File: config.mk
export PLATFORM = sky130hd
export DESIGN_NAME = ppe_stm_lkup_flat
export DESIGN_NICKNAME = d
export VERILOG_FILES = /design/src/rtl/ppe_stm_pkg.sv /design/src/rtl/ppe_stm_lkup_if.sv /design/src/rtl/ppe_stm_lkup_fifo.sv /design/src/rtl/ppe_stm_lkup.sv /design/src/flat_wrapper.sv
export SDC_FILE = /design/constraint.sdc
export NUM_CORES = 1
export LEC_CHECK = 0
export CORE_AREA = 2 2 167 169
export CTS_CLUSTER_SIZE = 24
export DETAILED_ROUTE_END_ITERATION = 12
export DIE_AREA = 0 0 169 171
export GPL_TIMING_DRIVEN = 1
export PLACE_DENSITY = 0.85
export SYNTH_ARGS = -nofsm -noshare
export SYNTH_HDL_FRONTEND = slang
export SYNTH_SLANG_ARGS = --single-unit
File: constraint.sdc
create_clock -name cclk -period 3.5 [get_ports cclk]
set_input_delay 1.05 -clock cclk [delete_from_list [all_inputs] [get_ports cclk]]
set_output_delay 1.05 -clock cclk [all_outputs]
set_load 0.01 [all_outputs]
File: src/rtl/ppe_stm_pkg.sv
// Shared widths and request/response types for the STM lookup block.
package ppe_stm_pkg;

  localparam int ADDR_W_DEF     = 12;
  localparam int DATA_W_DEF     = 64;
  localparam int TAG_W_DEF      = 6;
  localparam int RD_LAT_DEF     = 2;
  localparam int FIFO_DEPTH_DEF = 4;

  typedef struct packed {
    logic [ADDR_W_DEF-1:0] addr;
    logic [TAG_W_DEF-1:0]  tag;
  } stm_req_t;

  typedef struct packed {
    logic [TAG_W_DEF-1:0]  tag;
    logic [DATA_W_DEF-1:0] data;
    logic                  par_err;
  } stm_rsp_t;

endpackage

File: src/rtl/ppe_stm_lkup_if.sv
// Request, STM read and response channels of the lookup block.
interface ppe_stm_lkup_if
  import ppe_stm_pkg::*;
#(
  parameter int ADDR_W = ADDR_W_DEF,
  parameter int DATA_W = DATA_W_DEF,
  parameter int TAG_W  = TAG_W_DEF
) ();

  logic              req_valid;
  logic              req_ready;
  logic [ADDR_W-1:0] req_addr;
  logic [TAG_W-1:0]  req_tag;
  logic              mem_rd_en;
  logic [ADDR_W-1:0] mem_rd_addr;
  logic [DATA_W-1:0] mem_rd_data;
  logic              mem_rd_par;
  logic              rsp_valid;
  logic              rsp_ready;
  logic [TAG_W-1:0]  rsp_tag;
  logic [DATA_W-1:0] rsp_data;
  logic              rsp_par_err;

  modport slave (
    input  req_valid, req_addr, req_tag, mem_rd_data, mem_rd_par, rsp_ready,
    output req_ready, mem_rd_en, mem_rd_addr, rsp_valid, rsp_tag, rsp_data, rsp_par_err
  );

  modport master (
    output req_valid, req_addr, req_tag, mem_rd_data, mem_rd_par, rsp_ready,
    input  req_ready, mem_rd_en, mem_rd_addr, rsp_valid, rsp_tag, rsp_data, rsp_par_err
  );

endinterface

File: src/rtl/ppe_stm_lkup_fifo.sv
// Synchronous response FIFO; power-of-two depth so pointers wrap naturally.
module ppe_stm_lkup_fifo #(
  parameter int W     = 8,
  parameter int DEPTH = 4
) (
  input  logic                     cclk,
  input  logic                     rst_n,
  input  logic                     push_i,
  input  logic [W-1:0]             wdata_i,
  input  logic                     pop_i,
  output logic [W-1:0]             rdata_o,
  output logic                     full_o,
  output logic                     empty_o,
  output logic [$clog2(DEPTH):0]   count_o
);

  localparam int PW = $clog2(DEPTH);
  localparam int CW = PW + 1;

  logic [W-1:0]  mem_q [DEPTH];
  logic [PW-1:0] wptr_q, wptr_d, rptr_q, rptr_d;
  logic [CW-1:0] cnt_q, cnt_d;
  logic          do_push, do_pop;

  assign empty_o = (cnt_q == '0);
  assign full_o  = (cnt_q == CW'(DEPTH));
  assign count_o = cnt_q;
  assign rdata_o = mem_q[rptr_q];

  // A push into a full FIFO is legal only when the head leaves in the same cycle.
  assign do_pop  = pop_i & ~empty_o;
  assign do_push = push_i & (~full_o | do_pop);

  always_comb begin
    wptr_d = wptr_q;
    rptr_d = rptr_q;
    cnt_d  = cnt_q;
    if (do_push) wptr_d = wptr_q + PW'(1);
    if (do_pop)  rptr_d = rptr_q + PW'(1);
    cnt_d = cnt_q + CW'(do_push) - CW'(do_pop);
  end

  always_ff @(posedge cclk) begin
    if (!rst_n) begin
      wptr_q <= '0;
      rptr_q <= '0;
      cnt_q  <= '0;
    end else begin
      wptr_q <= wptr_d;
      rptr_q <= rptr_d;
      cnt_q  <= cnt_d;
    end
  end

  always_ff @(posedge cclk) begin
    if (do_push) mem_q[wptr_q] <= wdata_i;
  end

endmodule

File: src/rtl/ppe_stm_lkup.sv
// Credit-gated STM lookup: fixed-latency read, tag pipe, in-order response FIFO.
// Optional per-entry parity checking enabled by defining PPE_STM_LKUP_PARITY_EN.
module ppe_stm_lkup
  import ppe_stm_pkg::*;
#(
  parameter int ADDR_W     = ADDR_W_DEF,
  parameter int DATA_W     = DATA_W_DEF,
  parameter int TAG_W      = TAG_W_DEF,
  parameter int RD_LAT     = RD_LAT_DEF,
  parameter int FIFO_DEPTH = FIFO_DEPTH_DEF
) (
  input  logic               cclk,
  input  logic               rst_n,
  ppe_stm_lkup_if.slave      bus,
  output logic [31:0]        lkup_cnt,
  output logic [15:0]        par_err_cnt
);

  localparam int CNT_W = $clog2(FIFO_DEPTH) + 1;
  localparam int ENT_W = 1 + TAG_W + DATA_W;

  logic                          accept;
  logic [ADDR_W-1:0]             addr_w;
  logic [RD_LAT-1:0]             vld_pipe_q;
  logic [RD_LAT-1:0][TAG_W-1:0]  tag_pipe_q;
  logic                          push, pop, full, empty, wr_perr;
  logic [CNT_W-1:0]              fifo_cnt;
  logic [ENT_W-1:0]              wr_ent, rd_ent;
  logic [15:0]                   used;
  logic [31:0]                   lkup_cnt_q, lkup_cnt_d;
  logic                          unused_full;

  // Credits come only from registered state, so a pop frees a slot one cycle later.
  always_comb begin
    used = 16'(fifo_cnt);
    for (int i = 0; i < RD_LAT; i++) used = used + 16'(vld_pipe_q[i]);
  end

  assign bus.req_ready   = rst_n & (used < 16'(FIFO_DEPTH));
  assign accept          = bus.req_valid & bus.req_ready;
  assign addr_w          = bus.req_addr;
  assign bus.mem_rd_en   = accept;
  assign bus.mem_rd_addr = addr_w;

  always_ff @(posedge cclk) begin
    if (!rst_n) begin
      vld_pipe_q <= '0;
      tag_pipe_q <= '0;
    end else begin
      vld_pipe_q[0] <= accept;
      tag_pipe_q[0] <= bus.req_tag;
      for (int i = 1; i < RD_LAT; i++) begin
        vld_pipe_q[i] <= vld_pipe_q[i-1];
        tag_pipe_q[i] <= tag_pipe_q[i-1];
      end
    end
  end

  assign push   = vld_pipe_q[RD_LAT-1];
  assign pop    = bus.rsp_valid & bus.rsp_ready;
  assign wr_ent = {wr_perr, tag_pipe_q[RD_LAT-1], bus.mem_rd_data};

  ppe_stm_lkup_fifo #(
    .W     (ENT_W),
    .DEPTH (FIFO_DEPTH)
  ) u_fifo (
    .cclk    (cclk),
    .rst_n   (rst_n),
    .push_i  (push),
    .wdata_i (wr_ent),
    .pop_i   (pop),
    .rdata_o (rd_ent),
    .full_o  (full),
    .empty_o (empty),
    .count_o (fifo_cnt)
  );

  assign unused_full   = full;
  assign bus.rsp_valid = ~empty;
  assign bus.rsp_data  = rd_ent[DATA_W-1:0];
  assign bus.rsp_tag   = rd_ent[DATA_W +: TAG_W];

  always_comb begin
    lkup_cnt_d = lkup_cnt_q;
    if (accept && lkup_cnt_q != '1) lkup_cnt_d = lkup_cnt_q + 32'd1;
  end

  always_ff @(posedge cclk) begin
    if (!rst_n) lkup_cnt_q <= '0;
    else        lkup_cnt_q <= lkup_cnt_d;
  end

  assign lkup_cnt = lkup_cnt_q;

`ifdef PPE_STM_LKUP_PARITY_EN
  logic [15:0] perr_cnt_q, perr_cnt_d;

  // Even parity: data bits plus parity bit must XOR to zero.
  assign wr_perr = ^bus.mem_rd_data ^ bus.mem_rd_par;

  always_comb begin
    perr_cnt_d = perr_cnt_q;
    if (push && wr_perr && perr_cnt_q != '1) perr_cnt_d = perr_cnt_q + 16'd1;
  end

  always_ff @(posedge cclk) begin
    if (!rst_n) perr_cnt_q <= '0;
    else        perr_cnt_q <= perr_cnt_d;
  end

  assign par_err_cnt     = perr_cnt_q;
  assign bus.rsp_par_err = ~empty & rd_ent[ENT_W-1];
`else
  logic unused_par;

  assign wr_perr         = 1'b0;
  assign unused_par      = ^{bus.mem_rd_par, rd_ent[ENT_W-1]};
  assign par_err_cnt     = 16'h0;
  assign bus.rsp_par_err = 1'b0;
`endif

endmodule

File: src/flat_wrapper.sv
// flat-port wrapper written by rule: the top's interface ports become plain ports
module ppe_stm_lkup_flat import ppe_stm_pkg::*;
#(
  parameter int ADDR_W     = ADDR_W_DEF,
  parameter int DATA_W     = DATA_W_DEF,
  parameter int TAG_W      = TAG_W_DEF,
  parameter int RD_LAT     = RD_LAT_DEF,
  parameter int FIFO_DEPTH = FIFO_DEPTH_DEF
)
  (cclk, rst_n, lkup_cnt, par_err_cnt, bus_req_valid, bus_req_addr, bus_req_tag, bus_mem_rd_data, bus_mem_rd_par, bus_rsp_ready, bus_req_ready, bus_mem_rd_en, bus_mem_rd_addr, bus_rsp_valid, bus_rsp_tag, bus_rsp_data, bus_rsp_par_err);
  ppe_stm_lkup_if #(.ADDR_W(ADDR_W), .DATA_W(DATA_W), .TAG_W(TAG_W)) bus_i ();
  input  logic cclk;
  input  logic rst_n;
  output logic [31:0] lkup_cnt;
  output logic [15:0] par_err_cnt;
  input wire logic [$bits(bus_i.req_valid)-1:0] bus_req_valid;
  input wire logic [$bits(bus_i.req_addr)-1:0] bus_req_addr;
  input wire logic [$bits(bus_i.req_tag)-1:0] bus_req_tag;
  input wire logic [$bits(bus_i.mem_rd_data)-1:0] bus_mem_rd_data;
  input wire logic [$bits(bus_i.mem_rd_par)-1:0] bus_mem_rd_par;
  input wire logic [$bits(bus_i.rsp_ready)-1:0] bus_rsp_ready;
  output wire logic [$bits(bus_i.req_ready)-1:0] bus_req_ready;
  output wire logic [$bits(bus_i.mem_rd_en)-1:0] bus_mem_rd_en;
  output wire logic [$bits(bus_i.mem_rd_addr)-1:0] bus_mem_rd_addr;
  output wire logic [$bits(bus_i.rsp_valid)-1:0] bus_rsp_valid;
  output wire logic [$bits(bus_i.rsp_tag)-1:0] bus_rsp_tag;
  output wire logic [$bits(bus_i.rsp_data)-1:0] bus_rsp_data;
  output wire logic [$bits(bus_i.rsp_par_err)-1:0] bus_rsp_par_err;
  assign bus_i.req_valid = bus_req_valid;
  assign bus_i.req_addr = bus_req_addr;
  assign bus_i.req_tag = bus_req_tag;
  assign bus_i.mem_rd_data = bus_mem_rd_data;
  assign bus_i.mem_rd_par = bus_mem_rd_par;
  assign bus_i.rsp_ready = bus_rsp_ready;
  assign bus_req_ready = bus_i.req_ready;
  assign bus_mem_rd_en = bus_i.mem_rd_en;
  assign bus_mem_rd_addr = bus_i.mem_rd_addr;
  assign bus_rsp_valid = bus_i.rsp_valid;
  assign bus_rsp_tag = bus_i.rsp_tag;
  assign bus_rsp_data = bus_i.rsp_data;
  assign bus_rsp_par_err = bus_i.rsp_par_err;
  ppe_stm_lkup #(.ADDR_W(ADDR_W), .DATA_W(DATA_W), .TAG_W(TAG_W), .RD_LAT(RD_LAT), .FIFO_DEPTH(FIFO_DEPTH)) u_core (.cclk(cclk), .rst_n(rst_n), .bus(bus_i), .lkup_cnt(lkup_cnt), .par_err_cnt(par_err_cnt));
endmodule
==> results.toml, run 1 <==
[run_status]
outcome = "finished clean"

[sta]
worst_pin_slew_ns = 0.743
fin_setup_tns_ns = 0
setup_ws_ns = 0.178
finalSetupViolations = 0
layout_min_cycle_time_ns = 3.32
rsz0062_at_grt = "no"
finalCritPeriodShare = 0.949
max_slew_margin = 0.504
hold_viol_final = 0
drv_slew = 0
max_freq_mhz = 301
clock_skew_ns = 0.0197

[clock_network]
cts_setup_buffers = 0
clockRootBuffer = "clkbuf_16"
cts_tree = "yes"
cts_buffers = 35
cts_resized = 3
clkTransAtPathRegs_ns = 0.06
cts_hold_buf = 0
clock_path_buffers = 3
insertion_delay_ns = 0.51
cts.sinks = 335
cts_htree_levels = 2

[routing]
detailedRoute.firstIterationViolations = 540
vias = 6713
drt-pass1-iter-count = 5
wl_per_cell_um = 19.9
drc = 0
antenna_left = 0
vias_per_cell = 5.43
drt-total-wl_um = 24600

[placed_design]
dpl-instance-area_um2 = 15000
gp_congestion = 0.856
pre_cts_slack_ns = -0.126
dp_hpwl_um = 15500
portBuffers = 178

[global_routing]
grt_pass1_vias = 6797
antenna_found_initial = 1
grt_max_degree = 38
grt_use_total = 0.169
grt_pass1_wl_um = 37700
grt_overflow = 0

[synthesis]
synth.area.top_cells = "edfxtp_1 (66%), mux4_2 (12%), dfxtp_1 (8.6%)"
synth_cells = 669
synth_top_area_cell = "edfxtp_1"
syn_area_um2 = 12800
synth-seq-area-share = 0.745
avgSynthCellArea_um2 = 19.1
synth-edff-count = 280
synth.top_cell.area_share = 0.659
synthDistinctLibCells = 43
synthArstFlopShare = 0
yosys_warnings = 0
ys.flop_type = "edfxtp_1"
ys_seq_elements = 335

[hold_path]
hold_path_end = "u_core.tag_pipe_q[10]"
worstHoldStart = "u_core.tag_pipe_q[4]"
holdPathStages = 1
hold_path.class = "register to register"

[final_layout]
postLayoutCellArea_um2 = 16100
area_delta_synth_final_pct = 26.0
drive_gt1_frac = 0.161
final_util = 0.589
final_nets = 963

[floorplanning]
core_um2 = 27300
row_count = 61
die_area_um2 = 28900
die_y_um = 171
io_pins = 221
start_util = 0.467
die_width_um = 169

[worst_setup_path]
critPathMaxFanout = 26
cp_data_arrival_time_ns = 2.27
crit_chain = "buf_12, mux4_2, clkdlybuf4s50_1"
end_kind = "output pin"
cp_slowest_stage_delay_ns = 0.55
rr_worst_depth = 7
reg2reg_from = "u_core.lkup_cnt[0]"
regToRegSetupSlack_ns = 0.91
cp-start-kind = "register"
crit_required_ns = 2.45
slowest_stage = "mux4_2"
reg2reg_to = "u_core.lkup_cnt[6]"
critical_path_class = "register to output pin"

[power]
ir_drop_mv = 0.245
pwr-share-clk = 0.337
total_power_mw = 9.92
p_int_mw = 7.59
p_comb_frac = 0.207
switching_share = 0.235
power_density_nw_per_um2 = 617
leakage_nw = 5.17
p_switching_mw = 2.33
seqPwrFrac = 0.456

[run]
max-cap-violations = 0
## kinds of logic (layout without fill, tap and decap cells)
| kind of cell | Yosys count | after routing | share of synthesized area |
|---|---|---|---|
| AO/OA/AOI/OAI | 43 | 43 | 0.0224 |
| XOR/XNOR | 9 | 9 | 0.00618 |
| adder cells (fa/ha/maj) | 11 | 11 | 0.0114 |
| buffers and inverters | 73 | 278 | 0.0309 |
| flip-flops | 335 | 335 | 0.745 |
| multiplexers | 80 | 80 | 0.131 |
| other | 1 | 18 | 0.000294 |
| AND/OR/NAND/NOR | 117 | 117 | 0.0525 |
## power by group through the flow
stage / Clock (mW) / Sequential [mW] / Combinational, mW
CTS: 3.43 / 4.53 / 2.09
floorplan: 0 / 4.56 / 1.13
global placement: 0 / 4.60 / 2.06
finish: 3.34 / 4.53 / 2.05
detailed placement: 0 / 4.61 / 2.08
global route: 3.58 / 4.54 / 2.20
## through the flow
step                instances  hold WS, ns
global placement         1174        0.416
floorplan                 685        0.412
global route             1236        0.438
CTS                      1236        0.432
finish                   1237        0.428
detailed placement       1174        0.420
## layer usage
metal / part of all wire / routed length [µm] / vias to the layer above / GRT usage
li1: - / - / 3029 / -
met1: 0.42 / 10200 / 3368 / 0.220
met2: 0.49 / 12000 / 274 / 0.285
met3: 0.077 / 1890 / 42 / 0.0423
met4: 0.020 / 481 / 0 / 0.0453
met5: 0 / 0 / - / 0
## state kept, by name (all words and copies together) (netlist names), named ones only
register	count
u_core.u_fifo.count_o	3
u_core.u_fifo.rptr_q	2
u_core.u_fifo.mem_q	280
u_core.tag_pipe_q	12
u_core.lkup_cnt	32
u_core.vld_pipe_q	2
u_core.u_fifo.wptr_q	2
## placed cells by master, fill, tap and decap left out, drive strengths merged, types with 2 or more instances in the layout
cell	count
nand2b	5
and3	4
nor4	9
o2111ai	2
ha	10
mux2i	10
clkdlybuf4s50	176
nand4	10
o21ai	5
o211ai	5
conb	17
edfxtp	280
mux4	70
clkinv	11
o31ai	13
xor2	4
inv	17
nor2	13
xnor2	5
nand3	13
or2	3
or3	6
a21oi	13
and2	21
nand2	21
dfxtp	55
clkbuf	50
or4	9
buf	21
## area by class of cell
type	count	area [µm²]
Clock buffer	50	932
Clock inverter	12	98.8
Inverter	17	63.8
Antenna cell	1	2.50
Tap cell	346	433
Timing Repair Buffer	199	2100
Multi-Input combinational cell	277	2930
Sequential cell	335	9520
Fill cell	1973	11200
## cell usage after synthesis (2+ instances only)
library cell	instances
a21oi_1	13
and2_1	21
and3_1	4
buf_1	8
buf_2	3
buf_4	29
clkbuf_1	15
dfxtp_1	55
edfxtp_1	280
ha_1	10
inv_1	17
mux2i_1	10
mux4_2	70
nand2_1	21
nand2b_1	5
nand3_1	13
nand4_1	9
nor2_1	13
nor4_1	8
o2111ai_1	2
o211ai_1	5
o21ai_0	5
o31ai_1	13
or2_2	2
or3_1	5
or4_1	9
xnor2_1	5
xor2_1	4
## worst max-delay path: cells and delay by family (launching register included)
kind,cells,cell delay (ns)
buf+inv,2,0.79
mux,1,0.55
flops,1,0.42
## how the worst max path moves through the flow
stage | startpoint | slack, ns | endpoint | depth (start not counted)
floorplan | bus_rsp_ready | 0.1 | u_core.u_fifo.mem_q[0][0] | 2
global placement | rst_n | -0.08 | bus_mem_rd_en | 5
detailed placement | rst_n | -0.13 | bus_mem_rd_en | 5
CTS | rst_n | 0.03 | bus_req_ready | 4
global route | register | 0.08 | bus_rsp_data[33] | 3
finish | register | 0.18 | bus_rsp_data[33] | 3
Power figures use the tool's default switching activity.
==> run 2: changes to the inputs <==
Settings changed: CAP_MARGIN set to 20.
==> results of run 2 <==
No change in the layout: final DEF, timing and power equal those of run 1.
==> run 3: changes to the inputs <==
Settings changed: CORE_AREA 2 2 167 169 to 2 2 169 171, DIE_AREA 0 0 169 171 to 0 0 171 173, SYNTH_HIERARCHICAL set to 1.
==> run 3 against run 2 <==
Net effect: global-route usage decreased by 0.12 points; wire length increased by 1.4%; clock-buffer cell count decreased by 3; critical path type is now input port to output pin; clock skew decreased by 0.0067 ns; flip-flop and latch count unchanged; critical path depth increased by 1; hold slack about the same; die area increased by 2.4%; largest power group unchanged.
==> results.toml, run 3 <==
[run_status]
outcome = "finished clean"

[placed_design]
portBuffers = 178
dp_hpwl_um = 16000
gp_congestion = 0.867

[worst_setup_path]
critPathMaxFanout = 3
critical_path_class = "input port to output pin"
cp-start-kind = "input port"
end_kind = "output pin"
crit_required_ns = 2.45
cp_data_arrival_time_ns = 2.38

[floorplanning]
core_um2 = 27600
row_count = 61
die_area_um2 = 29600
die_y_um = 173
io_pins = 221
start_util = 0.470
die_width_um = 171

[routing]
antenna_left = 0
drt-total-wl_um = 24900
drt-pass1-iter-count = 5
drc = 0
vias = 6831
detailedRoute.firstIterationViolations = 528
vias_per_cell = 5.35
wl_per_cell_um = 19.5

[hold_path]
hold_path.class = "register to register"

[sta]
drv_slew = 0
fin_setup_tns_ns = 0
max_freq_mhz = 291
max_slew_margin = 0.270
finalSetupViolations = 0
rsz0062_at_grt = "no"
worst_pin_slew_ns = 1.09
finalCritPeriodShare = 0.981
clock_skew_ns = 0.0130
layout_min_cycle_time_ns = 3.43
hold_viol_final = 0

[clock_network]
cts_tree = "yes"
clkTransAtPathRegs_ns = 0.06
clockRootBuffer = "clkbuf_16"
cts_htree_levels = 2
cts_buffers = 34
insertion_delay_ns = 0.50
cts.sinks = 335
clock_path_buffers = 3

[global_routing]
grt_max_degree = 49
antenna_found_initial = 2
grt_pass1_vias = 6954
grt_overflow = 0
grt_use_total = 0.168
grt_pass1_wl_um = 38700

[power]
ir_drop_mv = 0.422
leakage_nw = 5.23
power_density_nw_per_um2 = 553

[run]
max-cap-violations = 0

[final_layout]
final_util = 0.589
area_delta_synth_final_pct = 25.3
final_nets = 968
largest_reg_flops = 280
final_cell_mix = "edfxtp_1 (280), clkdlybuf4s50_1 (177), mux4_2 (70)"
drive_gt1_frac = 0.184
final_common_cell = "edfxtp_1"
diodes = 0
multi_input_comb_area_um2 = 3030
regMostFlops = "u_core/u_fifo/mem_q"
regArea_um2 = 9520
fill_cells = 2052

[synthesis]
avgSynthCellArea_um2 = 19.3
yosys_warnings = 6
syn_area_um2 = 13000
synth_cells = 673
-- run 3: where the power goes --
part,switching (mW),internal [mW],leakage (nW)
clock,1.40,1.97,0.513
sequential,0.0812,4.46,2.98
combinational,0.462,0.612,1.74
-- run 3: path summary, 6_finish.rpt --
check                                               from              endpoint  slack, ns  cells after the start
worst max-delay path                               rst_n         bus_req_ready       0.07                      4
worst min-delay path                u_core/tag_pipe_q[3]  u_core/tag_pipe_q[9]       0.43                      1
worst max register to register  u_core/u_fifo/count_o[0]   u_core/lkup_cnt[29]       0.86                      8
worst min register to register      u_core/tag_pipe_q[3]  u_core/tag_pipe_q[9]       0.43                      1
-- run 3: cell type report --
| cell class | instances | share of cell area |
|---|---|---|
| Multi-Input combinational cell | 290 | 0.186 |
| Tap cell | 378 | 0.0291 |
| Inverter | 8 | 0.00185 |
| Clock inverter | 15 | 0.00769 |
| Sequential cell | 335 | 0.585 |
| Clock buffer | 47 | 0.0578 |
| Timing Repair Buffer | 204 | 0.132 |
-- run 3: timing repair --
item,CTS,global route
gates resized for setup,1,0
buffers inserted,0,6
pin swaps,0,0
endpoints found under the setup margin,1,5
hold buffers,0,0
endpoints found under the hold margin,0,0
-- run 3: routing by layer --
metal,vias to the layer above,GRT usage,wire [µm]
met5,-,0,30
met4,4,0.0456,568
met3,54,0.0439,1920
met2,264,0.273,12000
met1,3435,0.225,10400
li1,3074,-,-
-- run 3: critical path, stage by stage --
cell and delay [ns]:
clkdlybuf4s50_1 0.50, nand2b_2 0.10, a21oi_1 0.17, clkdlybuf4s50_1 0.57
-- run 3: through the flow --
stage / total power, mW / setup WS [ns] / hold WS (ns) / cell area [µm²] / instances
after floorplan: 5.21 / 0.482 / 0.412 / 13000 / 689
after global placement: 5.67 / -0.0305 / 0.416 / 15200 / 1209
after detailed placement: 5.70 / -0.0215 / 0.421 / 15200 / 1209
after CTS: 9.10 / 0.0319 / 0.432 / 16200 / 1271
after global routing: 9.33 / 0.00654 / 0.443 / 16300 / 1277
final: 8.99 / 0.0681 / 0.429 / 16300 / 1277
